[src/rtl/serializer.sv]
// serializer: parallel word to MSB-first serial stream.
// One active shift word plus a one-word holding buffer for gapless output.
module serializer #(
  parameter int DATA_W = 16,
  parameter int MOD_W  = $clog2(DATA_W)
) (
  input  logic              clk_i,
  input  logic              arstn_i,
  input  logic [DATA_W-1:0] data_i,
  input  logic [MOD_W-1:0]  data_mod_i,
  input  logic              data_val_i,
  output logic              ser_data_o,
  output logic              ser_data_val_o,
  output logic              busy_o
);

  typedef enum logic {
    IDLE,
    SHIFT
  } state_t;

  localparam logic [MOD_W:0] FULL_LEN = (MOD_W+1)'(DATA_W);
  localparam logic [MOD_W:0] ONE      = (MOD_W+1)'(1);

  state_t            state_q, state_d;
  logic [MOD_W:0]    cnt_q, cnt_d;
  logic              hold_full_q, hold_full_d;
  logic [DATA_W-1:0] shift_q;
  logic [DATA_W-1:0] hold_data_q;
  logic [MOD_W:0]    hold_len_q;
  logic              bit_d, val_d;

  logic [MOD_W:0]    req_len;
  logic              req_ok, accept;
  logic              load_req, load_hold;
  logic              shift_en, store_hold;

  always_comb begin
    req_len = (data_mod_i == '0) ? FULL_LEN
                                 : {1'b0, data_mod_i};
    req_ok  = (data_mod_i != MOD_W'(1)) &&
              (data_mod_i != MOD_W'(2));
    accept  = data_val_i & ~hold_full_q & req_ok;
  end

  always_comb begin
    state_d     = state_q;
    cnt_d       = cnt_q;
    hold_full_d = hold_full_q;
    bit_d       = 1'b0;
    val_d       = 1'b0;
    load_req    = 1'b0;
    load_hold   = 1'b0;
    shift_en    = 1'b0;
    store_hold  = 1'b0;
    unique case (state_q)
      IDLE: begin
        if (accept) begin
          load_req = 1'b1;
          state_d  = SHIFT;
          cnt_d    = req_len;
          val_d    = 1'b1;
          bit_d    = data_i[DATA_W-1];
        end
      end
      SHIFT: begin
        // cnt_q counts bits left, including the one now on the wire
        if (cnt_q > ONE) begin
          shift_en = 1'b1;
          cnt_d    = cnt_q - ONE;
          val_d    = 1'b1;
          bit_d    = shift_q[DATA_W-1];
          if (accept) begin
            store_hold  = 1'b1;
            hold_full_d = 1'b1;
          end
        end else if (hold_full_q) begin
          load_hold   = 1'b1;
          hold_full_d = 1'b0;
          cnt_d       = hold_len_q;
          val_d       = 1'b1;
          bit_d       = hold_data_q[DATA_W-1];
        end else if (accept) begin
          load_req = 1'b1;
          cnt_d    = req_len;
          val_d    = 1'b1;
          bit_d    = data_i[DATA_W-1];
        end else begin
          state_d = IDLE;
          cnt_d   = '0;
        end
      end
      default: state_d = IDLE;
    endcase
  end

  always_ff @(posedge clk_i or negedge arstn_i) begin
    if (!arstn_i) begin
      state_q        <= IDLE;
      cnt_q          <= '0;
      hold_full_q    <= 1'b0;
      ser_data_o     <= 1'b0;
      ser_data_val_o <= 1'b0;
    end else begin
      state_q        <= state_d;
      cnt_q          <= cnt_d;
      hold_full_q    <= hold_full_d;
      ser_data_o     <= bit_d;
      ser_data_val_o <= val_d;
    end
  end

  // Datapath only; validity is tracked by the reset flops above
  always_ff @(posedge clk_i) begin
    if (load_req)
      shift_q <= data_i << 1;
    else if (load_hold)
      shift_q <= hold_data_q << 1;
    else if (shift_en)
      shift_q <= shift_q << 1;
    if (store_hold) begin
      hold_data_q <= data_i;
      hold_len_q  <= req_len;
    end
  end

  assign busy_o = hold_full_q;

endmodule

[config.mk]
export PLATFORM = sky130hd
export DESIGN_NAME = serializer
export DESIGN_NICKNAME = d
export VERILOG_FILES = /design/src/rtl/serializer.sv
export SDC_FILE = /design/constraint.sdc
export NUM_CORES = 1
export LEC_CHECK = 0
export CORE_MARGIN = 2
export CORE_UTILIZATION = 30
export CTS_BUF_LIST = sky130_fd_sc_hd__clkbuf_4 sky130_fd_sc_hd__clkbuf_8
export DETAILED_ROUTE_END_ITERATION = 8
export GPL_ROUTABILITY_DRIVEN = 1
export PLACE_DENSITY_LB_ADDON = 0.12
export SLEW_MARGIN = 20
export SYNTH_ARGS = -nofsm -noshare
export SYNTH_HDL_FRONTEND = slang
export SYNTH_SLANG_ARGS = --single-unit
[constraint.sdc]
create_clock -name clk_i -period 2.7 [get_ports clk_i]
set_clock_uncertainty 0.1 [all_clocks]
set_input_delay 0.405 -clock clk_i [delete_from_list [all_inputs] [get_ports clk_i]]
set_output_delay 0.405 -clock clk_i [all_outputs]
set_load 0.01 [all_outputs]
# Word-level counts from Yosys, hierarchy flattened
# Index checks and enable logic that the tools add are counted.
dict set report totals {
  register_bits 44
  latchBits 0
  ramBits 0
  rom_bits 0
  input_bits 23
  output_inout_bits 3
  wordCells 50
  mem_count 0
}
dict set report op_classes {
  n_addsub 1
  mul 0
  div 0
  order_cmp 1
  n_eq_ne 4
  shifts 0
  mux 29
  bitwise_logic 4
  reduce_logical 4
}
# cell count
set op_table {}
lappend op_table {{two-way mux 16 bit} 3}
lappend op_table {{two-way mux 5 bit} 5}
lappend op_table {{two-way mux 1 bit} 17}
lappend op_table {{one-hot mux 5 bit (2 select lines)} 1}
lappend op_table {{one-hot mux 1 bit (2 select lines)} 3}
lappend op_table {{> comparator 5 x 1 -> 1 bit (second input constant)} 1}
lappend op_table {{subtractor 5 x 1 -> 5 bit (second input constant)} 1}
lappend op_table {{zero test 4 bit} 1}
lappend op_table {{inequality test 2 bit (second input constant)} 2}
lappend op_table {{inequality test 4 x 1 -> 1 bit (second input constant)} 1}
lappend op_table {{inequality test 4 x 2 -> 1 bit (second input constant)} 1}
lappend op_table {{nonzero test 3 bit} 1}
lappend op_table {{bitwise AND 1 bit} 2}
lappend op_table {{inverter 1 bit} 2}
lappend op_table {{AND reduction 2 bit} 1}
lappend op_table {{logical AND 1 bit} 1}

# Logic depth before layout (Yosys ltp)
dict set report logic_depth {
  depth_word 8
  ltp_mapped 7
}

# Worst setup path after synthesis
# Ideal clock, no wire load.
dict set report synth_timing {
  path_type {flip-flop to flip-flop}
  from {register cnt_q[1]}
  to {register hold_data_q[0] (enable)}
  setup_ns 0.379
  arrival_time_ns 2.026
  required_time_ns 2.221
  slack_ns 0.195
  stages_incl_launch_ff 7
  synth_period_minus_slack_ns 2.505
  cell_sequence {dfrtp_1 > inv_1 > ha_1 > o21bai_2 > a21oi_2 > buf_2 > and2_1}
}
dict set report synth_between {
  elab_chain_len 3
}
# item line
set synth_lines {}
lappend synth_lines {{from (decl)} 26} ;# logic [MOD_W:0] cnt_q, cnt_d;
lappend synth_lines {{from (signal assigned)} 106} ;# cnt_q <= cnt_d;
lappend synth_lines {{> comparator 5 x 1 -> 1 bit} 68} ;# if (cnt_q > ONE) begin
lappend synth_lines {{two-way mux 1 bit} 68}
lappend synth_lines {{two-way mux 1 bit} 56} ;# unique case (state_q)
lappend synth_lines {{net store_hold} 36} ;# logic shift_en, store_hold;
lappend synth_lines {{to (signal assigned)} 122} ;# hold_data_q <= data_i;
lappend synth_lines {{to (decl)} 29} ;# logic [DATA_W-1:0] hold_data_q;
# The timed path passes the listed nets, and every way through them passes these cells.
# A chain may end at the register's enable or synchronous reset.

# Worst setup path after layout
dict set report layout_timing {
  from {register cnt_q[2]}
  to {register shift_q[1] (enable)}
}
dict set report layout_between {
  elab_chain_len 4
}
# item line
set layout_lines {}
lappend layout_lines {{> comparator 5 x 1 -> 1 bit (*)} 68}
lappend layout_lines {{two-way mux 1 bit} 68}
lappend layout_lines {{one-hot mux 1 bit (2 select lines) / two-way mux 1 bit (equally long branches)} 56}
lappend layout_lines {{nonzero test 3 bit (no source line) (*)} --}
lappend layout_lines {{to (signal assigned)} 116} ;# shift_q <= data_i << 1;
lappend layout_lines {{to (signal assigned)} 118} ;# shift_q <= hold_data_q << 1;
lappend layout_lines {{to (signal assigned)} 120} ;# shift_q <= shift_q << 1;
lappend layout_lines {{to (decl)} 28} ;# logic [DATA_W-1:0] shift_q;
# Mark *: on every way between the ends. The rest lies on a longest branch, timed or not.

==> results by group <==
Outcome
  • Status: complete, no violations

Floorplanning
  • Die Footprint: 7520 um2
  • DIE WIDTH: 86.7 um
  • Ports: 26
  • Initial core utilization: 30.6%
  • Die height: 86.7 um
  • Row count: 30
  • Core Area: 6720 um2

Setup path
  • CP endpoint kind: register
  • Worst-path cell chain: nor3_4 -> nand2_1 -> o21ai_0 -> nand2_1 -> buf_4
  • Most used cell, CP: nand2_1
  • CP startpoint kind: register
  • Worst path required time: 2.64 ns
  • CP max FO: 15
  • CP arrival: 2.08 ns
  • Slowest stage cell, crit path: nor3_4
  • Crit path largest cell delay: 0.49 ns
  • Worst setup path class: register to register

Route
  • First DRT Iteration DRCs: 127
  • Drt wl/cell: 16.7 um
  • Vias post-DR: 1,325
  • Antenna-violating nets left: 0
  • Drt pass-1 iters: 4
  • DR DRC count: 0
  • Routed Wire Length: 4400 um
  • Vias per cell: 5.04

Final layout
  • Layout area overhead: 20.5%
  • Number of fill cells: 654
  • Ant diodes: 0
  • Final nets: 207
  • Most frequent cells in the layout: edfxtp_1, clkdlybuf4s50_1, a21oi_1
  • Layout cell share with drive strength beyond 1: 10.9%
  • Most common cell after layout, fill and taps aside: edfxtp_1
  • Fin area: 2470 um2

CTS
  • Post-CTS Repair Setup Buffers: 0
  • H-tree level count: 2
  • Clock Tree Root: clkbuf_8
  • CTS tree: built
  • Hold_buf cts: 0
  • Worst-Skew Late Latency: 0.30 ns
  • Clock sink count: 44
  • Max clock buf depth: 2
  • Post-CTS Resized: 0
  • TritonCTS buffer count: 5
  • CTS clk-pin slew, worst paths: 0.09 ns

Pwr
  • Worst IR drop on VDD: 0.000422 V
  • P_leak: 0.000965 uW
  • Power Density: 1120 nW/um2

Yosys
  • Post-Syn Area: 2050 um2
  • EDFF count, synth: 36
  • Post-synthesis sequential area ratio: 62.4%
  • FF+latch count, synth: 44
  • Count of cell types in the netlist: 37
  • Mapped Nets: 180
  • Primary FF master, synth: edfxtp_1
  • Synth Area per Inst: 13.2 um2
  • Fraction of registers with async set/reset: 18.2%
  • Yosys warning count: 0
  • Synthesized instance count: 155

STA
  • Fin Hold WS: 0.282 ns
  • Slew Limit Fails: 0
  • RSZ-0062 raised after global routing: no
  • TNS Setup: 0 ns
  • Worst Tran Pin Value: 0.494 ns
  • Peak Freq: 466 MHz
  • Tcrit/Tclk final: 79.5%
  • Setup-failing EPs final: 0
  • Slew Limit Headroom: 67.0%
  • Final Hold Fails: 0
  • Final Critical Period: 2.15 ns

Hold path
  • HP Class: input pin to async pin

Global route
  • Initial antenna violation count: 0
  • GRT overflow: 0
  • Largest net degree at the start of global routing: 16
  • Gr usage total: 12.2%
  • Vias in the first global route: 1,357
  • First-pass GRT wire length: 6950 um

Place
  • Port-buffer cells: 25
  • Post-DP HPWL: 2930 um
  • Area post-placement: 2380 um2
  • Placer Congestion: 0.811

Run
  • Max cap viols: 0
## final cells by class
| type | count | area [um2] | share of cell area (%) |
|---|---|---|---|
| well taps | 80 | 100 | 4.04 |
| flip-flops and latches | 44 | 1280 | 51.8 |
| inverters | 6 | 22.5 | 0.910 |
| repair buffers | 31 | 295 | 11.9 |
| clock buffers | 5 | 68.8 | 2.78 |
| multi-input cells | 94 | 683 | 27.6 |
| clock inverters | 3 | 23.8 | 0.961 |
## cell families (layout without fill, tap and decap cells)
| group | Yosys count | after routing | share of synthesized area [%] |
|---|---|---|---|
| adder cells (fa/ha/maj) | 2 | 2 | 1.22 |
| multiplexers | 16 | 16 | 7.80 |
| buffers and inverters | 17 | 45 | 4.33 |
| XOR/XNOR | 4 | 4 | 1.71 |
| AND/OR/NAND/NOR | 34 | 34 | 10.1 |
| flip-flops | 44 | 44 | 62.4 |
| AO/OA/AOI/OAI | 38 | 38 | 12.5 |
## synth_stat cells, types with 2 or more instances
master / instances / share of area (%)
a21oi_1: 21 / 5.1
a221o_1: 3 / 1.5
a31oi_1: 2 / 0.61
and3_1: 2 / 0.61
buf_2: 2 / 0.49
buf_4: 2 / 0.73
buf_6: 2 / 1.1
clkbuf_1: 5 / 0.91
dfrtp_1: 8 / 9.8
edfxtp_1: 36 / 53
ha_1: 2 / 1.2
inv_1: 6 / 1.1
mux2i_1: 16 / 7.8
nand2_1: 7 / 1.3
nor2_1: 2 / 0.37
nor3_1: 15 / 3.7
nor3b_1: 2 / 0.73
xnor2_1: 3 / 1.3
## where the power goes
group / switching [uW] / internal (uW) / leakage (uW)
clock: 242 / 184 / 0.0000404
sequential: 161 / 1070 / 0.000444
combinational: 620 / 488 / 0.000481
## per-stage QoR
stage	worst slack [ns]	util (%)	std cells	total power (uW)
6_report	0.555	36.8	263	2760
4_1_cts	0.567	36.8	263	2790
2_1_floorplan	0.195	-	155	2010
3_5_place_dp	0.296	35.5	255	2360
5_1_grt	0.400	36.8	263	2950
3_3_place_gp	0.357	35.5	255	2340
## sequential cells by signal, summed over array words and instances, names as in the netlist
name         count
busy_o           1
cnt_q            5
hold_data_q     16
hold_len_q       5
ser_data_o       1
shift_q         15
state_q          1
## routing by layer
| layer | global-route usage [%] | vias to the layer above | share of wire, % |
|---|---|---|---|
| met3 | 3.52 | 2 | 4.7 |
| met5 | 0 | - | 0 |
| li1 | - | 648 | - |
| met4 | 3.27 | 0 | 0.55 |
| met2 | 19.0 | 29 | 47 |
| met1 | 16.8 | 646 | 47 |
## worst max-delay path: cells and delay by family (launching register included)
kind                   cells  cell delay, ns
flip-flops                 1            0.47
buffers and inverters      1            0.21
AND/OR/NAND/NOR            3            0.83
AO/OA/AOI/OAI              1            0.27
## path summary, 6_finish.rpt
kind | start | endpoint | slack [ns] | cells after the start
min | arstn_i | cnt_q[0] | 0.28 | 1
max in group asynchronous | arstn_i | busy_o | 1.96 | 1
min reg2reg | shift_q[15] | ser_data_o | 0.44 | 2
max reg2reg | cnt_q[2] | shift_q[1] | 0.55 | 5
min in group clk_i | shift_q[15] | ser_data_o | 0.44 | 2
max | cnt_q[2] | shift_q[1] | 0.55 | 5
Note: power is estimated with default switching activity, not from simulation.
